File: src/rtl/rf_alu_pkg.sv
// Shared constants for the rf_alu datapath: widths, register count, ALU opcodes.
// Latency: n/a (declarations only).
// Backpressure: n/a.
package rf_alu_pkg;

    localparam int NREG = 8;
    localparam int W    = 16;
    localparam int AW   = $clog2(NREG);

    localparam logic [1:0] ALU_ADD = 2'b00;
    localparam logic [1:0] ALU_ADC = 2'b01;
    localparam logic [1:0] ALU_SUB = 2'b10;
    localparam logic [1:0] ALU_SBB = 2'b11;

    // Subtract-type ops share the ~B path; bit 1 of the opcode marks them.
    function automatic logic is_sub(input logic [1:0] op);
        return op[1];
    endfunction

endpackage

File: src/rtl/rf_alu_if.sv
// Decoder-side bundle for rf_alu: addresses, controls, immediates, load/link data, read/ALU/flag outputs.
// Latency: n/a (wiring only).
// Backpressure: none; the datapath accepts one instruction per clock.
interface rf_alu_if;
    import rf_alu_pkg::*;

    logic          WE;
    logic [AW-1:0] RdAddr;
    logic [AW-1:0] RnAddr;
    logic [AW-1:0] RmAddr;
    logic          S_Rn_or_Rd;
    logic [1:0]    ALUctrl;
    logic          ALUsrc;
    logic [4:0]    imm5;
    logic [7:0]    imm8;
    logic          MOV;
    logic          ALU2Rd;
    logic          LHI;
    logic          LLI;
    logic          MemoryW;
    logic          PCW;
    logic [W-1:0]  Memory_data;
    logic [W-1:0]  PC_data;
    logic [W-1:0]  RD1;
    logic [W-1:0]  RD2;
    logic [W-1:0]  Result;
    logic          C;
    logic          V;
    logic          N;
    logic          Z;

    // slave: the datapath itself
    modport slave (
        input  WE, RdAddr, RnAddr, RmAddr, S_Rn_or_Rd, ALUctrl, ALUsrc,
               imm5, imm8, MOV, ALU2Rd, LHI, LLI, MemoryW, PCW,
               Memory_data, PC_data,
        output RD1, RD2, Result, C, V, N, Z
    );

    // master: decoder / memory / PC side
    modport master (
        output WE, RdAddr, RnAddr, RmAddr, S_Rn_or_Rd, ALUctrl, ALUsrc,
               imm5, imm8, MOV, ALU2Rd, LHI, LLI, MemoryW, PCW,
               Memory_data, PC_data,
        input  RD1, RD2, Result, C, V, N, Z
    );

endinterface

File: src/rtl/rf_alu_alu16.sv
// 16-bit add/subtract ALU (ADD/ADC/SUB/SBB) producing result and raw NZCV.
// Latency: combinational.
// Backpressure: none.
// Ports: a, b operands; op opcode; cin carry flag in; result, c, v, n, z out.
module alu16
    import rf_alu_pkg::*;
(
    input  logic [W-1:0] a,
    input  logic [W-1:0] b,
    input  logic [1:0]   op,
    input  logic         cin,
    output logic [W-1:0] result,
    output logic         c,
    output logic         v,
    output logic         n,
    output logic         z
);

    logic [W-1:0] b_eff;
    logic         c_in_eff;
    logic [W:0]   sum;

    // SUB uses a fixed +1 (two's complement); SBB reuses the carry flag so
    // that C=1 means "no borrow" across a multi-word subtract chain.
    always_comb begin
        b_eff    = is_sub(op) ? ~b : b;
        c_in_eff = 1'b0;
        case (op)
            ALU_ADD: c_in_eff = 1'b0;
            ALU_ADC: c_in_eff = cin;
            ALU_SUB: c_in_eff = 1'b1;
            ALU_SBB: c_in_eff = cin;
            default: c_in_eff = 1'b0;
        endcase
    end

    assign sum    = {1'b0, a} + {1'b0, b_eff} + {{W{1'b0}}, c_in_eff};
    assign result = sum[W-1:0];
    assign c      = sum[W];
    // Overflow: operands (as actually added) agree in sign, result does not.
    assign v      = (a[W-1] == b_eff[W-1]) && (result[W-1] != a[W-1]);
    assign n      = result[W-1];
    assign z      = (result == '0);

endmodule

File: src/rtl/rf_alu.sv
// CPU datapath core: 8x16 register file, NZCV ALU and prioritized write-back selector.
// Latency: reads/ALU combinational; register and flag writes take effect at the next rising edge.
// Backpressure: none; one write per clock, CLR overrides any write.
// Ports: CLK, CLR (sync, active-high); bus carries addresses/controls in and RD1/RD2/Result/flags out.
module rf_alu
    import rf_alu_pkg::*;
(
    input  logic     CLK,
    input  logic     CLR,
    rf_alu_if.slave  bus
);

    logic [W-1:0]  rf [NREG];
    logic [AW-1:0] rd2_addr;
    logic [W-1:0]  alu_b;
    logic [W-1:0]  alu_res;
    logic          alu_c;
    logic          alu_v;
    logic          alu_n;
    logic          alu_z;
    logic [W-1:0]  wr_dat;
    logic          wr_en;
    logic          flag_en;
    logic          c_q;
    logic          v_q;
    logic          n_q;
    logic          z_q;

    // Asynchronous reads, no bypass: same-cycle write is visible only after the edge.
    assign rd2_addr = bus.S_Rn_or_Rd ? bus.RdAddr : bus.RmAddr;
    assign bus.RD1  = rf[bus.RnAddr];
    assign bus.RD2  = rf[rd2_addr];

    assign alu_b = bus.ALUsrc ? {{(W-5){1'b0}}, bus.imm5} : bus.RD2;

    alu16 u_alu (
        .a      (bus.RD1),
        .b      (alu_b),
        .op     (bus.ALUctrl),
        .cin    (c_q),
        .result (alu_res),
        .c      (alu_c),
        .v      (alu_v),
        .n      (alu_n),
        .z      (alu_z)
    );

    assign bus.Result = alu_res;

    // Write-back source, highest priority first.
    always_comb begin
        wr_dat  = '0;
        wr_en   = 1'b0;
        flag_en = 1'b0;
        if (bus.MemoryW) begin
            wr_dat = bus.Memory_data;
            wr_en  = bus.WE;
        end else if (bus.PCW) begin
            wr_dat = bus.PC_data;
            wr_en  = bus.WE;
        end else if (bus.LHI) begin
            wr_dat = {bus.imm8, bus.RD2[7:0]};
            wr_en  = bus.WE;
        end else if (bus.LLI) begin
            wr_dat = {8'h00, bus.imm8};
            wr_en  = bus.WE;
        end else if (bus.ALU2Rd) begin
            wr_dat  = alu_res;
            wr_en   = bus.WE;
            // Flags only follow an ALU result that is actually written back.
            flag_en = bus.WE;
        end else if (bus.MOV) begin
            wr_dat = bus.RD2;
            wr_en  = bus.WE;
        end
    end

    always_ff @(posedge CLK) begin
        if (CLR) begin
            for (int i = 0; i < NREG; i++) begin
                rf[i] <= '0;
            end
        end else if (wr_en) begin
            rf[bus.RdAddr] <= wr_dat;
        end
    end

    always_ff @(posedge CLK) begin
        if (CLR) begin
            c_q <= 1'b0;
            v_q <= 1'b0;
            n_q <= 1'b0;
            z_q <= 1'b0;
        end else if (flag_en) begin
            c_q <= alu_c;
            v_q <= alu_v;
            n_q <= alu_n;
            z_q <= alu_z;
        end
    end

    assign bus.C = c_q;
    assign bus.V = v_q;
    assign bus.N = n_q;
    assign bus.Z = z_q;

endmodule

File: src/flat_wrapper.sv
// flat-port wrapper written by rule: the top's interface ports become plain ports
module rf_alu_flat import rf_alu_pkg::*;
  (CLK, CLR, bus_WE, bus_RdAddr, bus_RnAddr, bus_RmAddr, bus_S_Rn_or_Rd, bus_ALUctrl, bus_ALUsrc, bus_imm5, bus_imm8, bus_MOV, bus_ALU2Rd, bus_LHI, bus_LLI, bus_MemoryW, bus_PCW, bus_Memory_data, bus_PC_data, bus_RD1, bus_RD2, bus_Result, bus_C, bus_V, bus_N, bus_Z);
  rf_alu_if bus_i ();
  input  logic CLK;
  input  logic CLR;
  input wire logic [$bits(bus_i.WE)-1:0] bus_WE;
  input wire logic [$bits(bus_i.RdAddr)-1:0] bus_RdAddr;
  input wire logic [$bits(bus_i.RnAddr)-1:0] bus_RnAddr;
  input wire logic [$bits(bus_i.RmAddr)-1:0] bus_RmAddr;
  input wire logic [$bits(bus_i.S_Rn_or_Rd)-1:0] bus_S_Rn_or_Rd;
  input wire logic [$bits(bus_i.ALUctrl)-1:0] bus_ALUctrl;
  input wire logic [$bits(bus_i.ALUsrc)-1:0] bus_ALUsrc;
  input wire logic [$bits(bus_i.imm5)-1:0] bus_imm5;
  input wire logic [$bits(bus_i.imm8)-1:0] bus_imm8;
  input wire logic [$bits(bus_i.MOV)-1:0] bus_MOV;
  input wire logic [$bits(bus_i.ALU2Rd)-1:0] bus_ALU2Rd;
  input wire logic [$bits(bus_i.LHI)-1:0] bus_LHI;
  input wire logic [$bits(bus_i.LLI)-1:0] bus_LLI;
  input wire logic [$bits(bus_i.MemoryW)-1:0] bus_MemoryW;
  input wire logic [$bits(bus_i.PCW)-1:0] bus_PCW;
  input wire logic [$bits(bus_i.Memory_data)-1:0] bus_Memory_data;
  input wire logic [$bits(bus_i.PC_data)-1:0] bus_PC_data;
  output wire logic [$bits(bus_i.RD1)-1:0] bus_RD1;
  output wire logic [$bits(bus_i.RD2)-1:0] bus_RD2;
  output wire logic [$bits(bus_i.Result)-1:0] bus_Result;
  output wire logic [$bits(bus_i.C)-1:0] bus_C;
  output wire logic [$bits(bus_i.V)-1:0] bus_V;
  output wire logic [$bits(bus_i.N)-1:0] bus_N;
  output wire logic [$bits(bus_i.Z)-1:0] bus_Z;
  assign bus_i.WE = bus_WE;
  assign bus_i.RdAddr = bus_RdAddr;
  assign bus_i.RnAddr = bus_RnAddr;
  assign bus_i.RmAddr = bus_RmAddr;
  assign bus_i.S_Rn_or_Rd = bus_S_Rn_or_Rd;
  assign bus_i.ALUctrl = bus_ALUctrl;
  assign bus_i.ALUsrc = bus_ALUsrc;
  assign bus_i.imm5 = bus_imm5;
  assign bus_i.imm8 = bus_imm8;
  assign bus_i.MOV = bus_MOV;
  assign bus_i.ALU2Rd = bus_ALU2Rd;
  assign bus_i.LHI = bus_LHI;
  assign bus_i.LLI = bus_LLI;
  assign bus_i.MemoryW = bus_MemoryW;
  assign bus_i.PCW = bus_PCW;
  assign bus_i.Memory_data = bus_Memory_data;
  assign bus_i.PC_data = bus_PC_data;
  assign bus_RD1 = bus_i.RD1;
  assign bus_RD2 = bus_i.RD2;
  assign bus_Result = bus_i.Result;
  assign bus_C = bus_i.C;
  assign bus_V = bus_i.V;
  assign bus_N = bus_i.N;
  assign bus_Z = bus_i.Z;
  rf_alu u_core (.CLK(CLK), .CLR(CLR), .bus(bus_i));
endmodule
File: config.mk
export PLATFORM = sky130hd
export DESIGN_NAME = rf_alu_flat
export DESIGN_NICKNAME = d
export VERILOG_FILES = /design/src/rtl/rf_alu_pkg.sv /design/src/rtl/rf_alu_if.sv /design/src/rtl/rf_alu_alu16.sv /design/src/rtl/rf_alu.sv /design/src/flat_wrapper.sv
export SDC_FILE = /design/constraint.sdc
export NUM_CORES = 1
export LEC_CHECK = 0
export CAP_MARGIN = 20
export CORE_ASPECT_RATIO = 1.4
export CORE_UTILIZATION = 34
export CTS_CLUSTER_SIZE = 25
export DETAILED_ROUTE_END_ITERATION = 16
export SLEW_MARGIN = 20
export SYNTH_ARGS = -nofsm -noshare
export SYNTH_HDL_FRONTEND = slang
export SYNTH_SLANG_ARGS = --single-unit
File: constraint.sdc
create_clock -name CLK -period 6.3 [get_ports CLK]
set_input_delay 0.945 -clock CLK [delete_from_list [all_inputs] [get_ports CLK]]
set_output_delay 0.945 -clock CLK [all_outputs]
set_load 0.005 [all_outputs]
==> summary.md <==
| Metric | Value |
|---|---|
| Critical Setup Path Class | `in -> out` |
| Syn_nets | `approximately 1000` |
| Cell Int Power | `about 2.1 mW` |
| Synth unique cells | `74` |
| Row count | `between 70 and 80` |
| Worst slew margin relative to its limit | `between 30% and 40%` |
| Share of post-route cells with drive strength above 1 | `roughly a fifth` |
| Setup TNS | `0 ns` |
| Syn. warnings | `0` |
| # hold bufs at CTS | `0` |
| Clk_lat worst skew | `approximately 0.43 ns` |
| Routed Antenna Nets | `0` |
| Clk pwr share | `32.2%` |
| Final Cycle Share | `98.3%` |
| Final nets | `about 1200` |
| Status | `complete, no violations` |
| Fill count | `around 2600` |
| R2r setup slk | `slightly above 2 ns` |
| Clock transition at path regs | `around 0.06 ns` |
| Routed WL per cell | `around 25 um` |
| Core Util, Final | `between 40% and 50%` |
| Final instance area | `approximately 12000 um2` |
| Setup ws final | `between 0.1 and 0.15 ns` |
| Die span in y | `approximately 200 um` |
| Netlist Area Pre-Place | `around 9400 um2` |
| Die W | `around 140 um` |
| DIE AREA | `between 20000 and 30000 um2` |
| Antenna diodes | `0` |
| Core area | `~27000 um2` |
| Drt drc | `0` |
| Vias in the first global route | `roughly 8400` |
| Sw Ratio | `around a third` |
| # H-tree levels | `4` |
| Synth Flop Type | `edfxtp_1` |
| TritonCTS Buffers | `17` |
| Crit start category | `input port` |
| DRT Wirelength | `36800 um` |
| GRT overflow | `0` |
| Setup Viol. Count Final | `0` |
| Placement Setup Slack | `-0.209 ns` |
| Global-route wire length before repair | `approximately 53000 um` |
| CP required | `between 5 and 6 ns` |
| Dpl cell area | `approximately 11000 um2` |
| Sequential Power Share | `32.9%` |
| Initial DRT Pass Iterations | `5` |
| Gate power share | `34.8%` |
| P_leak | `about 4.6 nW` |
| Pwr dens | `around 260 nW/um2` |
| Num Clock Sinks | `roughly 130` |
| Clock root buffer | `clkbuf_16` |
| Final Max Tran Viols | `0` |
| Vias per Instance | `between 5 and 6` |
| Worst Setup End Kind | `output port` |
| Crit Path Max Fanout | `20` |
| Post-layout min period | `6.19 ns` |
| Fmax | `~160 MHz` |
| RSZ-0062 raised after global routing | `false` |
| Synthesis-stage register bit count | `about 130` |
| Sequential-to-total area share from yosys stat | `between 40% and 50%` |
| CTS max path bufs | `2` |
| Placed cell count | `between 1000 and 1500` |
| Post-synth EDFFs | `around 130` |
| I/O pin count | `between 100 and 150` |
| Synth-to-Final Area Change | `29.0%` |
| NetSw | `just under 1 mW` |
| Worst EP arrival | `approximately 5.3 ns` |
| Asr flop ratio synth | `0%` |
| Worst hold path type | `reg -> reg` |
| Maxcap violations | `0` |
| Antenna violations before repair | `0` |
| Pin count of the biggest net entering global routing | `39` |
| CTS tree | `built` |
| GPL Wtd Cong | `around 1` |
| GRT Total Usage | `between 20% and 30%` |
| Worst-margin pin slew | `around 1.0 ns` |
| DPL Wire Length | `roughly 28000 um` |
| Starting Density | `between 30% and 40%` |
| Via count | `between 8000 and 9000` |
| Peak supply drop | `between 100 and 150 uV` |
| Port buffer count | `118` |
| Post-Layout Cell Count | `between 1000 and 1500` |
| Final hold vios | `0` |
| Drt initial violations | `around 670` |
| Post-Syn Instances | `~900` |
| Syn Area/Cell | `just over 10 um2` |
| Setup Skew | `0.0124 ns` |
[cells in the mapped netlist, types with 9 or more instances]
cell type,number,area (um2)
a21boi_0,13,97.6
nor3b_1,9,67.6
a211oi_1,20,150
a21oi_1,47,235
nand2b_1,16,100
nor2b_1,18,113
edfxtp_1,128,3840
mux2i_1,50,500
a221oi_1,9,78.8
o21a_1,11,82.6
clkbuf_1,39,146
inv_1,33,124
nand3_1,23,115
xor2_1,14,123
nor2_1,126,473
o21ai_0,31,155
mux4_2,34,766
nor3_1,16,80.1
o22ai_1,13,81.3
ha_1,15,188
mux2_2,26,293
nand2_1,78,293
[critical path: stages]
cell,delay [ns]
clkdlybuf4s50_1,0.61
buf_4,0.32
nor3b_1,0.23
a21o_1,0.27
a32oi_1,0.17
o21ai_1,0.31
nor2_1,0.10
xor2_1,0.16
ha_1,0.39
nand3_1,0.16
nor3_2,0.33
o211ai_1,0.14
buf_4,0.19
and3b_1,0.20
nor2_2,0.17
clkdlybuf4s50_1,0.53
[path summary, 6_finish.rpt]
kind | start | to | depth (start not counted)
worst max register to register | u_core.rf[3][0]$_SDFFCE_PN0P_ | u_core.rf[6][8]$_SDFFCE_PN0P_ | 16
worst max-delay path | bus_RmAddr[1] | bus_Result[15] | 16
worst min register to register | u_core.bus.Z$_SDFFE_PP0P_ | u_core.bus.Z$_SDFFE_PP0P_ | 2
worst min-delay path | u_core.bus.Z$_SDFFE_PP0P_ | u_core.bus.Z$_SDFFE_PP0P_ | 2
[area by class of cell]
cell class / count / area (um2) / share of cell area (%)
multi-input combinational: 686 / 5130 / 42.4
sequential: 132 / 3920 / 32.4
timing repair buffer: 204 / 1880 / 15.5
tap: 365 / 457 / 3.77
clock buffer: 17 / 425 / 3.51
clock inverter: 15 / 164 / 1.35
inverter: 34 / 128 / 1.05
[per-layer routing]
layer / wire, um / up-vias / share of wire [%] / global-route usage [%]
li1: - / 3780 / - / -
met1: 13300 / 4115 / 36 / 29.3
met2: 18900 / 470 / 51 / 46.6
met3: 2340 / 115 / 6.4 / 3.56
met4: 2300 / 0 / 6.3 / 18.4
met5: 0 / - / 0 / 0
[flip-flops by register name (all words and copies together) (netlist names)]
signal	flops
u_core.bus.C	1
u_core.bus.N	1
u_core.bus.V	1
u_core.bus.Z	1
u_core.rf	128
[layout by cell type (no fill, tap or decap), types with 8 or more instances in the layout]
cell,synthesis,final
a221oi_1,9,9
mux2_2,26,26
ha_1,15,14
nand2b_1,16,16
a211oi_1,20,20
mux4_2,34,34
o21a_1,11,11
buf_4,4,81
nand3_1,23,23
nor2b_1,18,18
nor2_1,126,125
nor3_1,16,14
xor2_1,14,14
a21boi_0,13,13
nand2_1,78,78
o21ai_0,31,30
edfxtp_1,128,128
inv_1,33,33
a21oi_1,47,47
a32oi_1,8,8
clkdlybuf4s50_1,0,116
clkbuf_16,0,18
nor3b_1,9,9
o22ai_1,13,12
mux2i_1,50,49
xnor2_1,8,8
[logic make-up (layout without fill, tap and decap cells)]
| kind of cell | Yosys count | in the layout | synth area share (%) |
|---|---|---|---|
| compound gates | 224 | 224 | 17.5 |
| xor+xnor | 22 | 22 | 2.05 |
| fa+ha+maj | 17 | 17 | 2.42 |
| buf+inv | 95 | 270 | 4.30 |
| flops | 132 | 132 | 41.8 |
| mux | 112 | 112 | 16.9 |
| simple gates | 311 | 311 | 15.0 |
[power by group through the flow]
| stage | combinational, mW | sequential, mW | clock (mW) |
|---|---|---|---|
| after global placement | 1.05 | 1.04 | 0 |
| after CTS | 1.05 | 1.02 | 1.01 |
| final | 1.08 | 1.02 | 1.00 |
| after global routing | 1.15 | 1.03 | 1.04 |
| after floorplan | 0.535 | 1.03 | 0 |
| after detailed placement | 1.04 | 1.04 | 0 |
[what timing repair did]
item                       in CTS  in global routing
cloned                          0                  1
setup endpoints to repair       1                  9
gates resized for setup         5                 11
setup buffers                   1                  3
pin swaps                       1                  3
[stage by stage]
stage	hold WS, ns	power (mW)
4_1_cts	0.490	3.08
3_3_place_gp	0.468	2.08
5_1_grt	0.514	3.21
3_5_place_dp	0.473	2.08
6_report	0.487	3.10
2_1_floorplan	0.475	1.56
Power figures use the tool's default switching activity.
